## config.mk

```make
export PLATFORM = sky130hd
export DESIGN_NAME = nibble_serializer_flat
export DESIGN_NICKNAME = d
export VERILOG_FILES = /design/src/rtl/nibble_serializer_pkg.sv /design/src/rtl/nibble_serializer_if.sv /design/src/rtl/nibble_serializer_tick.sv /design/src/rtl/nibble_serializer.sv /design/src/flat_wrapper.sv
export SDC_FILE = /design/constraint.sdc
export NUM_CORES = 1
export LEC_CHECK = 0
export ABC_AREA = 1
export CORE_UTILIZATION = 38
export CTS_BUF_LIST = sky130_fd_sc_hd__clkbuf_8
export CTS_CLUSTER_DIAMETER = 120
export CTS_CLUSTER_SIZE = 40
export DETAILED_ROUTE_END_ITERATION = 6
export PLACE_DENSITY_LB_ADDON = 0.1
export SYNTH_ARGS = -nofsm -noshare
export SYNTH_HDL_FRONTEND = slang
export SYNTH_SLANG_ARGS = --single-unit
```

## constraint.sdc

```tcl
create_clock -name clk -period 1.28 [get_ports clk]
set_clock_uncertainty 0.05 [all_clocks]
set_input_delay 0.256 -clock clk [delete_from_list [all_inputs] [get_ports clk]]
set_output_delay 0.256 -clock clk [all_outputs]
set_load 0.03 [all_outputs]
```

## src/rtl/nibble_serializer_pkg.sv

```systemverilog
// Shared definitions for the nibble serial link (transmitter and receiver).
package nibble_link_pkg;

  typedef enum logic [2:0] {
    IDLE   = 3'd0,
    START  = 3'd1,
    DATA   = 3'd2,
    PARITY = 3'd3,
    STOP   = 3'd4
  } state_t;

  localparam logic TX_IDLE   = 1'b1;
  localparam logic START_BIT = 1'b0;
  localparam logic STOP_BIT  = 1'b1;

  // Serial bits per frame: start + data + optional parity + stop.
  function automatic int frame_bits(input int width, input int parity_en);
    return width + 2 + parity_en;
  endfunction

endpackage

```

## src/rtl/nibble_serializer_if.sv

```systemverilog
// Word handshake between a parallel source and the serializer.
interface nibble_serializer_if #(
  parameter int WIDTH = 4
);
  logic [WIDTH-1:0] d_in;
  logic             d_valid;
  logic             d_ready;

  modport master (output d_in, output d_valid, input d_ready);
  modport slave  (input d_in, input d_valid, output d_ready);
endinterface

```

## src/rtl/nibble_serializer_tick.sv

```systemverilog
// Bit-period timer: counts 0..CLKS_PER_BIT-1, pulses o_tick on the wrap cycle.
module bit_tick_gen #(
  parameter int CLKS_PER_BIT = 4,
  localparam int CW = (CLKS_PER_BIT > 1) ? $clog2(CLKS_PER_BIT) : 1
) (
  input  logic          clk,
  input  logic          reset,
  input  logic          i_clr,
  output logic          o_tick,
  output logic [CW-1:0] o_cnt
);
  logic [CW-1:0] r_cnt;

  assign o_tick = (r_cnt == CW'(CLKS_PER_BIT - 1));
  assign o_cnt  = r_cnt;

  // Free-running divider; a clear restarts the phase at 0.
  always_ff @(posedge clk or negedge reset) begin
    if (!reset)              r_cnt <= '0;
    else if (i_clr || o_tick) r_cnt <= '0;
    else                      r_cnt <= r_cnt + 1'b1;
  end
endmodule

```

## src/rtl/nibble_serializer.sv

```systemverilog
// Parallel-to-serial UART-style transmitter: start, data LSB first,
// optional even parity, stop.
module nibble_serializer
  import nibble_link_pkg::*;
#(
  parameter int WIDTH        = 4,
  parameter int CLKS_PER_BIT = 4,
  parameter int PARITY_EN    = 1,
  localparam int CW  = (CLKS_PER_BIT > 1) ? $clog2(CLKS_PER_BIT) : 1,
  localparam int BCW = $clog2(WIDTH + 1)
) (
  input  logic                clk,
  input  logic                reset,
  nibble_serializer_if.slave  s_if,
  output logic                tx,
  output logic                busy,
  output logic                done
);
  state_t           r_state;
  logic [WIDTH-1:0] r_shreg;
  logic [BCW-1:0]   r_bitcnt;
  logic             r_par;
  logic             r_tx;
  logic             r_busy;
  logic             r_done;
  logic             r_ready;
  logic             w_xfer;
  logic             w_tick;
  logic [CW-1:0]    w_cnt;

  // d_ready is only high in IDLE, so this is a transfer out of IDLE.
  assign w_xfer     = s_if.d_valid & r_ready;
  assign s_if.d_ready = r_ready;
  assign tx         = r_tx;
  assign busy       = r_busy;
  assign done       = r_done;

  bit_tick_gen #(.CLKS_PER_BIT(CLKS_PER_BIT)) u_tick (
    .clk    (clk),
    .reset  (reset),
    .i_clr  (w_xfer),
    .o_tick (w_tick),
    .o_cnt  (w_cnt)
  );

  // Frame sequencer. tx/busy/done/ready are registered; done is raised on
  // the edge that enters the final STOP cycle.
  always_ff @(posedge clk or negedge reset) begin
    if (!reset) begin
      r_state  <= IDLE;
      r_tx     <= TX_IDLE;
      r_busy   <= 1'b0;
      r_done   <= 1'b0;
      r_ready  <= 1'b1;
      r_shreg  <= '0;
      r_bitcnt <= '0;
      r_par    <= 1'b0;
    end else begin
      r_done <= 1'b0;
      case (r_state)
        IDLE: if (w_xfer) begin
          r_state <= START;
          r_tx    <= START_BIT;
          r_busy  <= 1'b1;
          r_ready <= 1'b0;
          r_shreg <= s_if.d_in;
          r_par   <= ^s_if.d_in;
        end
        // The bit on the line is shifted out of r_shreg as it is launched.
        START: if (w_tick) begin
          r_state  <= DATA;
          r_tx     <= r_shreg[0];
          r_shreg  <= r_shreg >> 1;
          r_bitcnt <= '0;
        end
        DATA: if (w_tick) begin
          if (r_bitcnt == BCW'(WIDTH - 1)) begin
            if (PARITY_EN != 0) begin
              r_state <= PARITY;
              r_tx    <= r_par;
            end else begin
              r_state <= STOP;
              r_tx    <= STOP_BIT;
              r_done  <= (CLKS_PER_BIT == 1);
            end
          end else begin
            r_tx     <= r_shreg[0];
            r_shreg  <= r_shreg >> 1;
            r_bitcnt <= r_bitcnt + 1'b1;
          end
        end
        PARITY: if (w_tick) begin
          r_state <= STOP;
          r_tx    <= STOP_BIT;
          r_done  <= (CLKS_PER_BIT == 1);
        end
        STOP: begin
          if (w_tick) begin
            r_state <= IDLE;
            r_tx    <= TX_IDLE;
            r_busy  <= 1'b0;
            r_ready <= 1'b1;
          end else begin
            r_done <= (int'(w_cnt) == CLKS_PER_BIT - 2);
          end
        end
        default: r_state <= IDLE;
      endcase
    end
  end
endmodule

```

## src/flat_wrapper.sv

```systemverilog
// flat-port wrapper written by rule: the top's interface ports become plain ports
module nibble_serializer_flat import nibble_link_pkg::*;
#(
  parameter int WIDTH        = 4,
  parameter int CLKS_PER_BIT = 4,
  parameter int PARITY_EN    = 1,
  localparam int CW  = (CLKS_PER_BIT > 1) ? $clog2(CLKS_PER_BIT) : 1,
  localparam int BCW = $clog2(WIDTH + 1)
)
  (clk, reset, tx, busy, done, s_if_d_in, s_if_d_valid, s_if_d_ready);
  nibble_serializer_if #(.WIDTH(WIDTH)) s_if_i ();
  input  logic clk;
  input  logic reset;
  output logic tx;
  output logic busy;
  output logic done;
  input wire logic [$bits(s_if_i.d_in)-1:0] s_if_d_in;
  input wire logic [$bits(s_if_i.d_valid)-1:0] s_if_d_valid;
  output wire logic [$bits(s_if_i.d_ready)-1:0] s_if_d_ready;
  assign s_if_i.d_in = s_if_d_in;
  assign s_if_i.d_valid = s_if_d_valid;
  assign s_if_d_ready = s_if_i.d_ready;
  nibble_serializer #(.WIDTH(WIDTH), .CLKS_PER_BIT(CLKS_PER_BIT), .PARITY_EN(PARITY_EN)) u_core (.clk(clk), .reset(reset), .s_if(s_if_i), .tx(tx), .busy(busy), .done(done));
endmodule
```

==> results_dict.tcl, run 1 <==
set metrics [dict create \
    status "finished with violations" \
    violations "setup timing" \
    criticalPathCategory "register to register" \
    intPower_mw 2.13 \
    antenna_found_initial 0 \
    start_util_pct 41.4 \
    synth_top_family_by_area "simple AND/OR/NAND/NOR gates" \
    fin_crit_ns 1.36 \
    async_reset_ff_share_pct 100 \
    cp_max_fo 3 \
    power_leakage_nw 0.719 \
    p_comb_share_pct 63.6 \
    drtPass1Iterations 4 \
    swShare_pct 45.7 \
    drive_gt1_share_pct 37.5 \
    path_cells "ha_2 -> ha_4 -> nor2_2 -> inv_2 -> nand2_2 -> nor2_4 -> nand2_1 -> nand2_1" \
    synthesis.area_mm2 0.00105 \
    crit_path_start_kind "register" \
    grt.overflow.total 0 \
    synth_seq_cells 17 \
    dieWidth_um 54.7 \
    htree_levels 1 \
    synth_flop_cell "dfrtp_1" \
    drtIter0Drc 9 \
    fin_crit_sh_pct 106 \
    yosys-mux-area-fraction_pct 0 \
    setup_viol 10 \
    synth_top_area_cell "dfrtp_1" \
    cp.buffers_inverters 1 \
    max-slew-margin-rel_pct 84.5 \
    core_mm2 0.00254 \
    slowest_delay_ns 0.38 \
    highest_layer "met4" \
    finalWirelength_mm 2.22 \
    synth_top_area_share_pct 35.6 \
    pre_cts_ws_ns -0.186 \
    p_per_area_mw_per_mm2 2740 \
    grt_max_degree 18 \
    worst_pin_slew_ns 0.232 \
    crit_top_cell "nand2_1" \
    synth_fa_ha_area_share_pct 4.74 \
    finalHoldViolations 0 \
    yosys-top-cells-count "nand2_1, dfrtp_1, inv_1, nand3_1, nor2_1" \
    drc 0 \
    peakVddDrop_mv 1.33 \
    antenna_cells 0 \
    cp.required_ns 1.38 \
    insertion_delay_ns 0.25 \
    grt_usage_pct 18.9 \
    cp_top_family "simple AND/OR/NAND/NOR gates" \
    die-area_mm2 0.00299 \
    tns_ns -0.551 \
    cts_buffer_depth 2 \
    dp_hpwl_mm 1.69 \
    hp-class "input pin to async pin" \
    die_height_um 54.7 \
    seqPwrFrac_pct 26.3 \
    port_buffers 10 \
    reg2reg_slack_ns -0.08 \
    p_total_mw 3.91 \
    syn_to_final_growth_pct 35.2 \
    seqCellArea_um2 432 \
    grt_pass1_vias 945 \
    numCtsBuffers 3 \
    switchingPower_mw 1.79 \
    wirelength_met1_mm 1.07 \
    rsz0062_at_grt "yes" \
    viasPerCell 4.69 \
    clock-sinks 17 \
    synth-simple-area-share_pct 41.0 \
    io_pins 11 \
    dr_wl_met2_mm 1.07 \
    cp.arrival_ns 1.45 \
    ant_nets 0 \
    timing.fmax_mhz 736 \
    wl_per_cell_um 11.2 \
    gp_congestion 0.802 \
    grt_first_pass_wirelength_mm 3.96 \
    synth_most_common_cell "nand2_1" \
    root_buffer "clkbuf_8" \
    ys_types 23 \
    wl_met3_um 69 \
    ctsHoldBuffers 0 \
    fp-row-count 18 \
    max_cap_violations 0 \
    fillCellCount 238 \
    setup_ws_ns -0.0780 \
    synth-xor-area-share_pct 1.66 \
    synth_compound_area_share_pct 5.69 \
    via_count 929 \
    nets 180 \
    drv_slew 0 \
    path_clk_slew_ns 0.06 \
    synth-edff-count 0 \
    syn_area_per_cell_um2 7.81 \
    yosys_warnings 0 \
    synth.area.top_cells "dfrtp_1, nand2_1, nand3_1" \
    ys_seq_area_share_pct 40.6 \
    cts_tree "built" \
    multiInputGateArea_um2 603 \
    postSynthCellCount 135 \
    synth_fp_nets 146 \
    clockPowerShare_pct 10.1 \
    critPathCaptureType "register" \
    slowest_stage "dfrtp_1" \
]
registers in the layout, summed over array words and instances, names as in the netlist:
register,flops
u_core.r_bitcnt,3
u_core.done,1
u_core.u_tick.o_cnt,2
u_core.r_state,3
u_core.r_shreg,4
u_core.tx,1
u_core.s_if.d_ready,1
u_core.r_par,1
u_core.busy,1
cell type report:
cell class | count | share of cell area [%]
timing repair buffer | 29 | 16.8
inverter | 17 | 4.82
clock inverter | 1 | 0.263
multi-input combinational | 101 | 42.3
clock buffer | 3 | 2.89
tap | 30 | 2.63
sequential | 17 | 30.3
worst reg2reg max path, cell delays in order, from the launching register on:
cell and delay [ns]:
dfrtp_1 0.38, ha_2 0.20, ha_4 0.17, nor2_2 0.17
inv_2 0.05, nand2_2 0.08, nor2_4 0.04, nand2_1 0.05
nand2_1 0.05
power by group through the flow:
stage               sequential, mW  combinational, mW  clock (mW)
floorplan                     1.06               1.52           0
global placement              1.00               2.27           0
detailed placement            1.01               2.31           0
CTS                           1.01               2.43       0.426
global route                  1.06               2.82       0.446
finish                        1.03               2.49       0.395
worst paths after layout:
check	startpoint	to	cells past startpoint
max in group asynchronous	reset	u_core.tx	2
worst max register to register	u_core.r_bitcnt[1]	u_core.r_state[1]	8
worst max-delay path	u_core.r_bitcnt[1]	u_core.r_state[1]	8
worst min-delay path	reset	u_core.u_tick.o_cnt[0]	2
worst min register to register	u_core.tx	u_core.tx	2
min in group clk	u_core.tx	u_core.tx	2
metal layers:
metal	track usage [%]	vias up
li1	-	491
met1	22.2	422
met2	32.9	13
met3	5.00	3
met4	6.41	0
met5	0	-
cell usage in the layout, fill, tap and decap left out, drive strengths merged:
cell type	instances
a21oi	4
buf	23
clkbuf	3
clkdlybuf4s50	6
dfrtp	15
dfstp	2
ha	4
inv	18
nand2	52
nand3	15
nand3b	1
nor2	14
nor3	2
o21ai	6
o22ai	1
xnor2	2
logic make-up (layout without fill, tap and decap cells):
group	Yosys count	in the layout
flops	17	17
buf+inv	17	50
xor+xnor	2	2
simple gates	84	84
compound gates	11	11
fa+ha+maj	4	4
through the flow:
step / cells / util [%] / area (µm²) / hold WS (ns)
floorplan: 135 / - / 1070 / -0.0896
global route: 198 / 56.0 / 1430 / 0.325
global placement: 190 / 51.7 / 1320 / 0.407
detailed placement: 190 / 51.7 / 1320 / 0.409
finish: 198 / 56.0 / 1430 / 0.276
CTS: 197 / 54.6 / 1390 / 0.273
timing repair:
| item | 4_1_cts | 5_1_grt |
|---|---|---|
| gates resized for setup | 5 | 6 |
| setup buffers | 3 | 1 |
| setup endpoints to repair | 13 | 15 |
| pin swaps | 5 | 0 |
| cloned | 0 | 0 |
| hold endpoints to repair | 0 | 0 |
Note: power is estimated with default switching activity, not from simulation.
==> run 2: changes to the inputs <==
Settings changed: CORE_UTILIZATION 38 to 30.
Clock period 1.28 ns to 1.35 ns, I/O delays scaled along.
==> run 2 against run 1 <==
- the run still ends with setup timing left
- final cell count grew 8.1%
- combinational power shrank 6%
- die area is 26% higher
- sequential share of layout area shrank 0.55 points
==> results_dict.tcl, run 2 (synthesis gave the netlist of run 1 again) <==
set metrics [dict create \
    start_util_pct 31.4 \
    path_clk_slew_ns 0.07 \
    dieWidth_um 61.3 \
    numCtsBuffers 3 \
    io_pins 11 \
    rsz0062_at_grt "yes" \
    gp_congestion 0.740 \
    grt_first_pass_wirelength_mm 3.61 \
    mostFrequentLayoutCells "nand2_1, buf_4, inv_1, dfrtp_1, nand3_1" \
    status "finished with violations" \
    drtIter0Drc 34 \
    peakVddDrop_mv 1.04 \
    cp.arrival_ns 1.48 \
    ant_nets 0 \
    grt_use_met2_pct 22.4 \
    via_count 940 \
    fp-row-count 21 \
    p_total_mw 3.69 \
    drtPass1Iterations 3 \
    hp-class "input pin to async pin" \
    power_leakage_nw 0.719 \
    cp_max_fo 5 \
    grt_max_degree 18 \
    grt.overflow.total 0 \
    top_regs "u_core.r_shreg (4), u_core.r_bitcnt (3), u_core.r_state (3)" \
    cts_buffer_depth 2 \
    grt_use_met1_pct 16.6 \
    port_buffers 10 \
    holdWs_ns 0.287 \
    gr-max-usage-layer "met2" \
    max_cap_violations 0 \
    setup_ws_ns -0.0326 \
    die-area_mm2 0.00376 \
    criticalPathCategory "register to register" \
    setup_viol 8 \
    dp_hpwl_mm 1.67 \
    timing.fmax_mhz 723 \
    root_buffer "clkbuf_8" \
    largest_reg_flops 4 \
    drive_gt1_share_pct 35.7 \
    p_per_area_mw_per_mm2 2540 \
    largest_register "u_core.r_shreg" \
    pre_cts_ws_ns -0.160 \
    die_height_um 61.3 \
    stdcell_count 214 \
    crit_path_start_kind "register" \
    worst_pin_slew_ns 0.294 \
    grt_usage_pct 13.5 \
    clock-sinks 17 \
    cts_tree "built" \
    drc 0 \
    grt_pass1_vias 887 \
    wl_per_cell_um 10.4 \
    fin_crit_ns 1.38 \
    finalHoldViolations 0 \
    layout_commonest_cell "nand2_1" \
    grt_use_met3_pct 2.52 \
    fin_crit_sh_pct 102 \
    critPathCaptureType "register" \
    finalWirelength_mm 2.22 \
    max-slew-margin-rel_pct 80.5 \
    syn_to_final_growth_pct 37.7 \
    cp.required_ns 1.45 \
    htree_levels 1 \
    antenna_cells 0 \
    fin_util_pct 43.2 \
    ctsHoldBuffers 0 \
    insertion_delay_ns 0.25 \
    place_inst 204 \
    drv_slew 0 \
    nets 180 \
    core_mm2 0.00336 \
    violations "setup timing" \
    antenna_found_initial 0 \
    viasPerCell 4.39 \
]
==> run 2: cell types whose count changed in the layout (fill, tap and decap cells not counted), sizes merged <==
cell | previous run | this run
clkdlybuf4s15 | 0 | 1
buf | 23 | 21
dlygate4sd2 | 0 | 1
==> run 2: what timing repair did <==
action | 4_1_cts | 5_1_grt
pin swaps | 5 | 8
gates resized for setup | 6 | 8
endpoints found under the hold margin | 0 | 0
endpoints found under the setup margin | 11 | 13
setup buffers | 2 | 4
==> run 2: layout make-up <==
class	instances	area, µm²
Fill cell	367	1910
Sequential cell	17	432
Clock buffer	3	41.3
Timing Repair Buffer	29	236
Tap cell	46	57.6
Clock inverter	1	3.75
Multi-Input combinational cell	101	613
Inverter	17	68.8
==> run 2: report_power, final <==
| group | internal [mW] | switching [mW] |
|---|---|---|
| clock network | 0.202 | 0.177 |
| registers | 0.759 | 0.210 |
| logic | 1.02 | 1.32 |
| total | 1.98 | 1.70 |
==> run 2: final timing paths <==
| path | start | endpoint | slack, ns | depth (start not counted) |
|---|---|---|---|---|
| max | u_core.r_bitcnt[1] | u_core.r_shreg[1] | -0.03 | 8 |
| min | reset | u_core.r_state[2] | 0.29 | 2 |
| max reg2reg | u_core.r_bitcnt[1] | u_core.r_shreg[1] | -0.03 | 8 |
| min reg2reg | u_core.r_shreg[2] | u_core.r_shreg[2] | 0.42 | 2 |
| max in group asynchronous | reset | u_core.s_if.d_ready | 0.71 | 2 |
| min in group clk | u_core.r_shreg[2] | u_core.r_shreg[2] | 0.42 | 2 |
==> run 2: critical path, cell delays in order, from the launching register on <==
cell and delay, ns:
dfrtp_1 0.38, ha_2 0.20, ha_4 0.18, inv_4 0.07
a21oi_4 0.06, nor2_4 0.14, nand2_2 0.09, nand2_1 0.08
nand2_1 0.05
==> run 2: per-layer routing <==
layer	vias up	routed length, µm
met5	-	0
met4	0	35
met3	4	63
met2	12	1070
met1	434	1050
li1	490	-
==> run 2: per-stage QoR <==
step                area, µm²  setup TNS (ns)
floorplan                1060               0
global placement         1320           -1.04
detailed placement       1320           -1.06
CTS                      1390          -0.209
global route             1450           -1.16
finish                   1450          -0.160
